==> config.mk <==
export PLATFORM = sky130hd
export DESIGN_NAME = axis_width_conv
export DESIGN_NICKNAME = d
export VERILOG_FILES = /design/src/rtl/axis_width_conv.sv
export SDC_FILE = /design/constraint.sdc
export NUM_CORES = 1
export LEC_CHECK = 0
export BUFFER_PORTS_ARGS = -buffer_cell sky130_fd_sc_hd__buf_2
export CAP_MARGIN = 20
export CORE_AREA = 2 2 343 345
export CTS_BUF_LIST = sky130_fd_sc_hd__clkbuf_16
export DETAILED_ROUTE_END_ITERATION = 6
export DIE_AREA = 0 0 345 347
export PLACE_DENSITY_LB_ADDON = 0.15
export SYNTH_ARGS = -nofsm -noshare
export SYNTH_HDL_FRONTEND = slang
export SYNTH_SLANG_ARGS = --single-unit
==> constraint.sdc <==
create_clock -name clk -period 2.3 [get_ports clk]
set_clock_uncertainty 0.1 [all_clocks]
set_input_delay 0.46 -clock clk [delete_from_list [all_inputs] [get_ports clk]]
set_output_delay 0.46 -clock clk [all_outputs]
set_load 0.02 [all_outputs]
==> src/rtl/axis_width_conv.sv <==
// axis_width_conv
//   AXI-Stream data-width converter for the 40G MAC path. A single parametrised
//   core covers three cases, selected at elaboration:
//     IN_WIDTH > OUT_WIDTH : down-size. Each input beat is split into sub-beats.
//                            On a last beat, trailing all-empty sub-beats are dropped.
//     IN_WIDTH < OUT_WIDTH : up-size. Input beats are packed into output words.
//                            A word is flushed early at end of packet, and its
//                            unfilled lanes carry data=0 and keep=0.
//     IN_WIDTH == OUT_WIDTH: one-stage register slice.
//   RATIO = max/min width. It must be a power of two, and both widths must be
//   multiples of 8.
//
// Optional feature macro: AXIS_CONV_BYTECNT_EN
//   When defined, the io_dataOut_payload_fragment_byteNum output is added. It
//   carries the popcount of the output tkeep, zero-extended to 16 bits.
//
// Ports
//   clk, reset                          single clock; synchronous active-high reset
//   io_dataIn_valid/ready               input beat handshake
//   io_dataIn_payload_last              last beat of packet
//   io_dataIn_payload_fragment_data     IN_WIDTH data, byte 0 in bits [7:0]
//   io_dataIn_payload_fragment_tkeep    IN_WIDTH/8 byte enables
//   io_dataOut_valid/ready              output beat handshake
//   io_dataOut_payload_last             last beat of packet
//   io_dataOut_payload_fragment_data    OUT_WIDTH data
//   io_dataOut_payload_fragment_tkeep   OUT_WIDTH/8 byte enables
//   io_dataOut_payload_fragment_byteNum 16-bit byte count (macro only)
//   debug_state                         down: {0, EMPTY/SPLIT};
//                                       up: {lane idx != 0, out_valid};
//                                       equal: {0, out_valid}
//
// Handshake: a beat transfers on a rising edge where valid && ready are both
//   high. Once valid is high, valid/data/keep/last are held unchanged until
//   that transfer. No output depends combinationally on io_dataIn_*.
//   io_dataIn_ready is held low while reset is asserted.

module axis_width_conv #(
    parameter int IN_WIDTH  = 512,
    parameter int OUT_WIDTH = 256
) (
    input  logic                   clk,
    input  logic                   reset,
    input  logic                   io_dataIn_valid,
    output logic                   io_dataIn_ready,
    input  logic                   io_dataIn_payload_last,
    input  logic [IN_WIDTH-1:0]    io_dataIn_payload_fragment_data,
    input  logic [IN_WIDTH/8-1:0]  io_dataIn_payload_fragment_tkeep,
    output logic                   io_dataOut_valid,
    input  logic                   io_dataOut_ready,
    output logic                   io_dataOut_payload_last,
    output logic [OUT_WIDTH-1:0]   io_dataOut_payload_fragment_data,
    output logic [OUT_WIDTH/8-1:0] io_dataOut_payload_fragment_tkeep,
`ifdef AXIS_CONV_BYTECNT_EN
    output logic [15:0]            io_dataOut_payload_fragment_byteNum,
`endif
    output logic [1:0]             debug_state
);

    localparam int IN_KW    = IN_WIDTH / 8;
    localparam int OUT_KW   = OUT_WIDTH / 8;
    localparam int MAX_W    = (IN_WIDTH > OUT_WIDTH) ? IN_WIDTH : OUT_WIDTH;
    localparam int MIN_W    = (IN_WIDTH > OUT_WIDTH) ? OUT_WIDTH : IN_WIDTH;
    localparam int RATIO    = MAX_W / MIN_W;
    localparam int IDX_W    = (RATIO > 1) ? $clog2(RATIO) : 1;
    localparam logic [IDX_W-1:0] LAST_IDX = IDX_W'(RATIO - 1);

    if (IN_WIDTH > OUT_WIDTH) begin : g_down
        typedef enum logic {S_EMPTY = 1'b0, S_SPLIT = 1'b1} down_state_t;

        down_state_t       state_q, state_d;
        logic [IDX_W-1:0]  idx_q, idx_d;
        logic [IN_WIDTH-1:0] buf_data_q;
        logic [IN_KW-1:0]  buf_keep_q;
        logic              buf_last_q;
        logic              upper_zero, sub_final, in_ready, in_fire, skip_beat, load;

        always_comb begin
            // On a last beat, a sub-beat with no bytes above it ends the packet.
            upper_zero = 1'b1;
            for (int l = 0; l < RATIO; l++) begin
                if ((l > int'(idx_q)) && (|buf_keep_q[l*OUT_KW +: OUT_KW])) begin
                    upper_zero = 1'b0;
                end
            end
            sub_final = (idx_q == LAST_IDX) || (buf_last_q && upper_zero);
            in_ready  = !reset && ((state_q == S_EMPTY) || (sub_final && io_dataOut_ready));
            in_fire   = io_dataIn_valid && in_ready;
            // A non-last beat with no bytes is consumed without producing output.
            skip_beat = !io_dataIn_payload_last && (io_dataIn_payload_fragment_tkeep == '0);
            load      = in_fire && !skip_beat;

            state_d = state_q;
            idx_d   = idx_q;
            if (load) begin
                state_d = S_SPLIT;
                idx_d   = '0;
            end else if ((state_q == S_SPLIT) && io_dataOut_ready) begin
                if (sub_final) begin
                    state_d = S_EMPTY;
                    idx_d   = '0;
                end else begin
                    idx_d = idx_q + IDX_W'(1);
                end
            end
        end

        always_ff @(posedge clk) begin
            if (reset) begin
                state_q    <= S_EMPTY;
                idx_q      <= '0;
                buf_data_q <= '0;
                buf_keep_q <= '0;
                buf_last_q <= 1'b0;
            end else begin
                state_q <= state_d;
                idx_q   <= idx_d;
                if (load) begin
                    buf_data_q <= io_dataIn_payload_fragment_data;
                    buf_keep_q <= io_dataIn_payload_fragment_tkeep;
                    buf_last_q <= io_dataIn_payload_last;
                end
            end
        end

        assign io_dataIn_ready                   = in_ready;
        assign io_dataOut_valid                  = (state_q == S_SPLIT);
        assign io_dataOut_payload_last           = (state_q == S_SPLIT) && buf_last_q && sub_final;
        assign io_dataOut_payload_fragment_data  = buf_data_q[int'(idx_q)*OUT_WIDTH +: OUT_WIDTH];
        assign io_dataOut_payload_fragment_tkeep = buf_keep_q[int'(idx_q)*OUT_KW +: OUT_KW];
        assign debug_state                       = {1'b0, state_q};

    end else if (IN_WIDTH < OUT_WIDTH) begin : g_up
        logic [OUT_WIDTH-1:0] acc_data_q, out_data_q, word_data;
        logic [OUT_KW-1:0]    acc_keep_q, out_keep_q, word_keep;
        logic [IDX_W-1:0]     idx_q;
        logic                 out_valid_q, out_last_q;
        logic                 in_ready, in_fire, complete;

        always_comb begin
            in_ready = !reset && (!out_valid_q || io_dataOut_ready);
            in_fire  = io_dataIn_valid && in_ready;
            complete = in_fire && ((idx_q == LAST_IDX) || io_dataIn_payload_last);

            // Completed word: filled lanes from the accumulator, current lane
            // from the input, and lanes above it cleared.
            word_data = '0;
            word_keep = '0;
            for (int l = 0; l < RATIO; l++) begin
                if (l < int'(idx_q)) begin
                    word_data[l*IN_WIDTH +: IN_WIDTH] = acc_data_q[l*IN_WIDTH +: IN_WIDTH];
                    word_keep[l*IN_KW +: IN_KW]       = acc_keep_q[l*IN_KW +: IN_KW];
                end else if (l == int'(idx_q)) begin
                    word_data[l*IN_WIDTH +: IN_WIDTH] = io_dataIn_payload_fragment_data;
                    word_keep[l*IN_KW +: IN_KW]       = io_dataIn_payload_fragment_tkeep;
                end
            end
        end

        always_ff @(posedge clk) begin
            if (reset) begin
                acc_data_q  <= '0;
                acc_keep_q  <= '0;
                idx_q       <= '0;
                out_data_q  <= '0;
                out_keep_q  <= '0;
                out_last_q  <= 1'b0;
                out_valid_q <= 1'b0;
            end else begin
                if (in_fire) begin
                    acc_data_q[int'(idx_q)*IN_WIDTH +: IN_WIDTH] <= io_dataIn_payload_fragment_data;
                    acc_keep_q[int'(idx_q)*IN_KW +: IN_KW]       <= io_dataIn_payload_fragment_tkeep;
                end
                if (complete) begin
                    // Covers the case where an accept and a new completion happen in
                    // the same cycle: the new word replaces the old one and valid stays high.
                    out_data_q  <= word_data;
                    out_keep_q  <= word_keep;
                    out_last_q  <= io_dataIn_payload_last;
                    out_valid_q <= 1'b1;
                    idx_q       <= '0;
                end else begin
                    if (in_fire) begin
                        idx_q <= idx_q + IDX_W'(1);
                    end
                    if (io_dataOut_ready) begin
                        out_valid_q <= 1'b0;
                    end
                end
            end
        end

        assign io_dataIn_ready                   = in_ready;
        assign io_dataOut_valid                  = out_valid_q;
        assign io_dataOut_payload_last           = out_last_q;
        assign io_dataOut_payload_fragment_data  = out_data_q;
        assign io_dataOut_payload_fragment_tkeep = out_keep_q;
        assign debug_state                       = {(idx_q != '0), out_valid_q};

    end else begin : g_equal
        logic [OUT_WIDTH-1:0] out_data_q;
        logic [OUT_KW-1:0]    out_keep_q;
        logic                 out_valid_q, out_last_q, in_ready;

        assign in_ready = !reset && (!out_valid_q || io_dataOut_ready);

        always_ff @(posedge clk) begin
            if (reset) begin
                out_data_q  <= '0;
                out_keep_q  <= '0;
                out_last_q  <= 1'b0;
                out_valid_q <= 1'b0;
            end else if (in_ready) begin
                out_valid_q <= io_dataIn_valid;
                if (io_dataIn_valid) begin
                    out_data_q <= io_dataIn_payload_fragment_data;
                    out_keep_q <= io_dataIn_payload_fragment_tkeep;
                    out_last_q <= io_dataIn_payload_last;
                end
            end
        end

        assign io_dataIn_ready                   = in_ready;
        assign io_dataOut_valid                  = out_valid_q;
        assign io_dataOut_payload_last           = out_last_q;
        assign io_dataOut_payload_fragment_data  = out_data_q;
        assign io_dataOut_payload_fragment_tkeep = out_keep_q;
        assign debug_state                       = {1'b0, out_valid_q};
    end

`ifdef AXIS_CONV_BYTECNT_EN
    // Derived only from registered output state, so it is valid together with the beat.
    always_comb begin
        io_dataOut_payload_fragment_byteNum = '0;
        for (int b = 0; b < OUT_KW; b++) begin
            io_dataOut_payload_fragment_byteNum = io_dataOut_payload_fragment_byteNum
                + {15'd0, io_dataOut_payload_fragment_tkeep[b]};
        end
    end
`endif

endmodule
After elaboration in Yosys (flattened, before gate mapping)
Cells that the tools add are included.
{"block": "totals", "ff_bits": 579, "word_cells": 36, "inputBits": 581, "output_inout_bits": 293}
{"block": "op_classes", "bitwise_logic": 1, "magnitude_cmp": 1, "shifts": 2, "addsub": 1, "reduce_logical": 21, "muxes": 5}
{"op": "512-bit by 10-bit indexed part select with 256-bit output", "n": 1}
{"op": "64-bit logical NOT", "n": 1}
{"op": "64-bit by 7-bit indexed part select with 32-bit output", "n": 1}
{"op": "32-bit OR reduction", "n": 1}
{"op": "1-bit logical AND", "n": 10}
{"op": "1-bit two-way mux", "n": 5}
{"op": "2-bit nonzero test", "n": 2}
{"op": "1-bit logical NOT", "n": 3}
{"op": "1-bit logical OR", "n": 2}
{"op": "2-bit AND reduction", "n": 1}
{"op": "2-bit OR reduction", "n": 1}
{"op": "1-bit adder, second input constant", "n": 1}
{"op": "1-bit greater-than comparator, first input constant", "n": 1}
{"op": "1-bit NOT", "n": 1}

Longest topological paths before layout
{"block": "depth", "depth_word": 12, "ltp_mapped": 9, "ltp_nobuf": 6}

Worst setup path before layout
Ideal clock, no wire load.
{"block": "synth_timing", "path_kind": "input port to flip-flop", "start": "input io_dataIn_payload_fragment_tkeep[24]", "end": "register g_down.buf_data_q[100]", "cell_stages": 8, "setup_time_ns": 0.140, "slack_ns": -0.160, "path_buffers": 3, "arrival_time_ns": 2.219, "t_required_ns": 2.060, "path_cell_list": "nor4_1 nand4_1 or4_1 o21ai_2 buf_2 buf_2 buf_2 o32ai_2"}
{"block": "synth_between", "elab_chain_cells": 4}
{"item": "start, declared", "line": "47", "rtl": "input logic [IN_WIDTH/8-1:0] io_dataIn_payload_fragment_tkeep,"}
{"item": "64-bit logical NOT", "line": "89", "rtl": "skip_beat = !io_dataIn_payload_last && (io_dataIn_payload_fragment_tkeep == '0);"}
{"item": "1-bit logical AND", "line": "89"}
{"item": "1-bit logical NOT", "line": "90", "rtl": "load = in_fire && !skip_beat;"}
{"item": "1-bit logical AND", "line": "90"}
{"item": "end signal, assigned", "line": "118", "rtl": "buf_data_q <= io_dataIn_payload_fragment_data;"}
{"item": "end, declared", "line": "72", "rtl": "logic [IN_WIDTH-1:0] buf_data_q;"}
Every way passes these cells.
A chain may end at the register's enable or synchronous reset.

Final worst setup path
{"block": "layout_timing", "start": "register g_down.buf_keep_q[61]", "end": "output io_dataIn_ready"}
{"block": "layout_between", "elab_chain_cells": 8}
{"item": "start, declared", "line": "73", "rtl": "logic [IN_KW-1:0] buf_keep_q;"}
{"item": "start signal, assigned", "line": "119", "rtl": "buf_keep_q <= io_dataIn_payload_fragment_tkeep;"}
{"item": "32-bit OR reduction", "line": "81", "rtl": "if ((l > int'(idx_q)) && (|buf_keep_q[l*OUT_KW +: OUT_KW])) begin"}
{"item": "1-bit logical AND", "line": "81"}
{"item": "1-bit two-way mux", "line": "81"}
{"item": "1-bit logical AND", "line": "85", "rtl": "sub_final = (idx_q == LAST_IDX) || (buf_last_q && upper_zero);"}
{"item": "1-bit logical OR", "line": "85"}
{"item": "1-bit logical AND", "line": "86", "rtl": "in_ready = !reset && ((state_q == S_EMPTY) || (sub_final && io_dataOut_ready));"}
{"item": "1-bit logical OR", "line": "86"}
{"item": "1-bit logical AND", "line": "86"}
{"item": "end, declared", "line": "44", "rtl": "output logic io_dataIn_ready,"}
Every way passes these cells.

==> impl_results.md <==
- Hold Path Sink: g_down.buf_data_q[493]
- Drt pass-1 iters: 5
- VDD IR max: 0.000589 V
- Post-synth top area cell: dfxtp_1
- Highest clock rate: 318 MHz
- Ranking of synthesized cells by area: dfxtp_1, o32ai_2, nand2_1
- Synth-to-Final Area Change: 66.5%
- Share of the synthesized area in the top cell type: 0.393
- Remaining Overflow, GRT: 0
- Seq/Total Area, Yosys: 0.393
- Min cycle time layout: 3.15 ns
- Commonest non-fill, non-tap cell in the layout: buf_2
- Post-Synth Simple-Gate Area: 0.120
- Core area: 116000 µm²
- Yosys Warn Count: 0
- Largest net degree at the start of global routing: 90
- Critical Path Start Type: register
- Root Buffer Master: clkbuf_16
- Horiz. Die Dim: 345 µm
- Hold Path Stages: 3
- Pwr dens: 608 nW/µm²
- Worst Max-Slew Pin Slew: 0.694 ns
- Compound-cell area share of the yosys netlist: 0.349
- CP arrival: 2.59 ns
- Starting DRT DRC Count: 1309
- Final core occ: 0.424
- XOR/XNOR Fraction of Synth Area: 0
- Unrepaired setup endpoints after global routing: yes
- Max Cap Viol: 0
- CTS buffer count: 75
- Routed WL: 128000 µm
- Initial core utilization: 0.255
- Share of layout cells above drive strength 1: 0.420
- Worst-path fanout max: 2
- Die H: 347 µm
- Critical R2R Capture: g_down.buf_data_q[234]
- Worst Min Path Start: io_dataIn_payload_fragment_data[493]
- Layout net count: 5432
- Worst path required time: 1.74 ns
- Hold Fails Final Rpt: 0
- Rows: 125
- Placed cell count: 5600
- Cells on worst reg2reg path: 15
- Rel. slew slack: 0.537
- Outcome: finished with violations
- Adder-Cell Fraction of Synth Area: 0
- CTS tree: done
- Initial antenna violation count: 20
- IO buf count: 872
- Final estimated routing congestion in global placement: 0.802
- Final setup fails: 859
- Mux cell area share after synthesis: 0
- Detailed placement HPWL: 81100 µm
- #FFs+latches synth: 579
- Post-synth cell types: 27
- Leak: 0.0200 µW
- CTS Sinks: 579
- Final worst setup slack: -0.845 ns
- Critical R2R Launch: g_down.buf_keep_q[61]
- Via Count: 29400
- Maximum root-to-sink buffer count: 3
- Hold Crit Class: input pin to register
- IO Count: 874
- R2R Setup Slk: -0.76 ns
- Largest family of logic cells by synthesized area: compound AO/OA/AOI/OAI gates
- Vias in the first global route: 29900
- Failing checks: setup timing
- CTS H-Tree Depth: 3
- Final Cycle Share: 1.37
- Mapped Nets: 3843
- Residual DRC: 0
- Crit. End Element: primary output
- Mean Syn Cell Area: 9.04 µm²
- CTS clk-pin slew, worst paths: 0.05 ns
- Die footprint: 120000 µm²
- Detail Route Antenna Nets: 0
- Synth Cell Area: 29500 µm²
- CP Class: register to primary output
- Total GRT Usage: 0.199
- First-pass GRT wire length: 184000 µm
- Max Slew Vio Count: 0
- Fin cells: 6433
- Mapped Cells: 3262
- Avg WL per Cell: 19.9 µm
- Worst-Skew Late Latency: 0.64 ns
- Via/cell ratio: 4.56
- Most frequent cells in the layout: buf_2, nand2_1, inv_1
## cell type report
cell class                 instances  area [µm²]
fill                           11400       66600
timing repair buffer            1835       16700
multi-input combinational       1782       14500
sequential                       579       11600
inverter                         578        2170
tap                             1524        1910
clock buffer                      76        1900
clock inverter                    51         324
antenna                            8        20.0
## state kept, by name (all words and copies together) (netlist names)
signal             flops
g_down.idx_q           1
g_down.buf_keep_q     64
g_down.buf_last_q      1
io_dataOut_valid       1
g_down.buf_data_q    512
## through the flow
stage | hold WS, ns | TNS, ns | setup WS [ns] | total power (µW) | instance area (µm²)
after floorplan | 0.353 | -51.57 | -0.0978 | 14800 | 30000
after global placement | 0.360 | -507.30 | -0.917 | 17000 | 37000
after detailed placement | 0.367 | -516.28 | -0.963 | 17000 | 37000
after CTS | 0.0000621 | -462.21 | -0.957 | 29900 | 47400
after global routing | 0.000577 | -509.79 | -0.963 | 31200 | 49100
final | 0.0220 | -408.68 | -0.845 | 29900 | 49100
## metal layers
metal  wire [µm]  track usage  vias up
met5         120            0        -
met4        4930       0.0832       18
met3        5700       0.0385      227
met2       62300        0.338      778
met1       55000        0.246    14000
li1            -            -    14300
## logic make-up (layout without fill, tap and decap cells)
logic type,Yosys count,count (layout)
other cells,1,9
compound gates,869,869
flops,579,579
simple gates,912,912
buf+inv,901,2540
## power breakdown
| part | internal, µW | total (µW) | switching (µW) |
|---|---|---|---|
| Clock | 6130 | 11000 | 4890 |
| Sequential | 10800 | 11000 | 270 |
| Combinational | 3810 | 7810 | 4000 |
| Total | 20700 | 29900 | 9150 |
## worst max path at each step
| stage | to | start | cells after the start | slack (ns) |
|---|---|---|---|---|
| 2_1_floorplan | g_down.buf_data_q[0] | io_dataIn_payload_fragment_tkeep[16] | 9 | -0.1 |
| 3_3_place_gp | g_down.buf_data_q[501] | io_dataIn_payload_fragment_tkeep[5] | 10 | -0.92 |
| 3_5_place_dp | g_down.buf_data_q[489] | io_dataIn_payload_fragment_tkeep[5] | 10 | -0.96 |
| 4_1_cts | io_dataIn_ready | g_down.buf_keep_q[61] | 8 | -0.96 |
| 5_1_grt | io_dataIn_ready | g_down.buf_keep_q[61] | 8 | -0.96 |
| 6_report | io_dataIn_ready | g_down.buf_keep_q[61] | 8 | -0.85 |
## Yosys cell counts
master and n:
a21oi_1 1, a31oi_1 1, buf_1 1, buf_12 3
buf_2 120, buf_4 7, buf_6 48, buf_8 10
clkbuf_1 134, conb_1 1, dfxtp_1 579, inv_1 578
nand2_1 870, nand3_1 5, nand4_1 4, nand4b_1 1
nor2_1 4, nor3_1 3, nor3b_2 1, nor4_1 21
nor4b_2 1, o211ai_1 1, o21ai_0 288, o21ai_2 1
o32ai_1 75, o32ai_2 502, or4_1 2
## critical path, cell delays in order (launching register included)
cell and delay (ns):
dfxtp_2 0.32, nor4_2 0.28, buf_4 0.16, nand4_1 0.11
or4_4 0.54, buf_6 0.14, a31oi_4 0.16, buf_12 0.14
buf_8 0.10
## timing repair
item / CTS / global route
hold endpoints to repair: 519 / 0
hold buffers: 519 / 0
buffers inserted: 64 / 34
gates cloned: 57 / 46
pin swaps: 4 / 40
endpoints found under the setup margin: 868 / 869
resized for setup: 210 / 218
(Power assumes the default switching activity.)
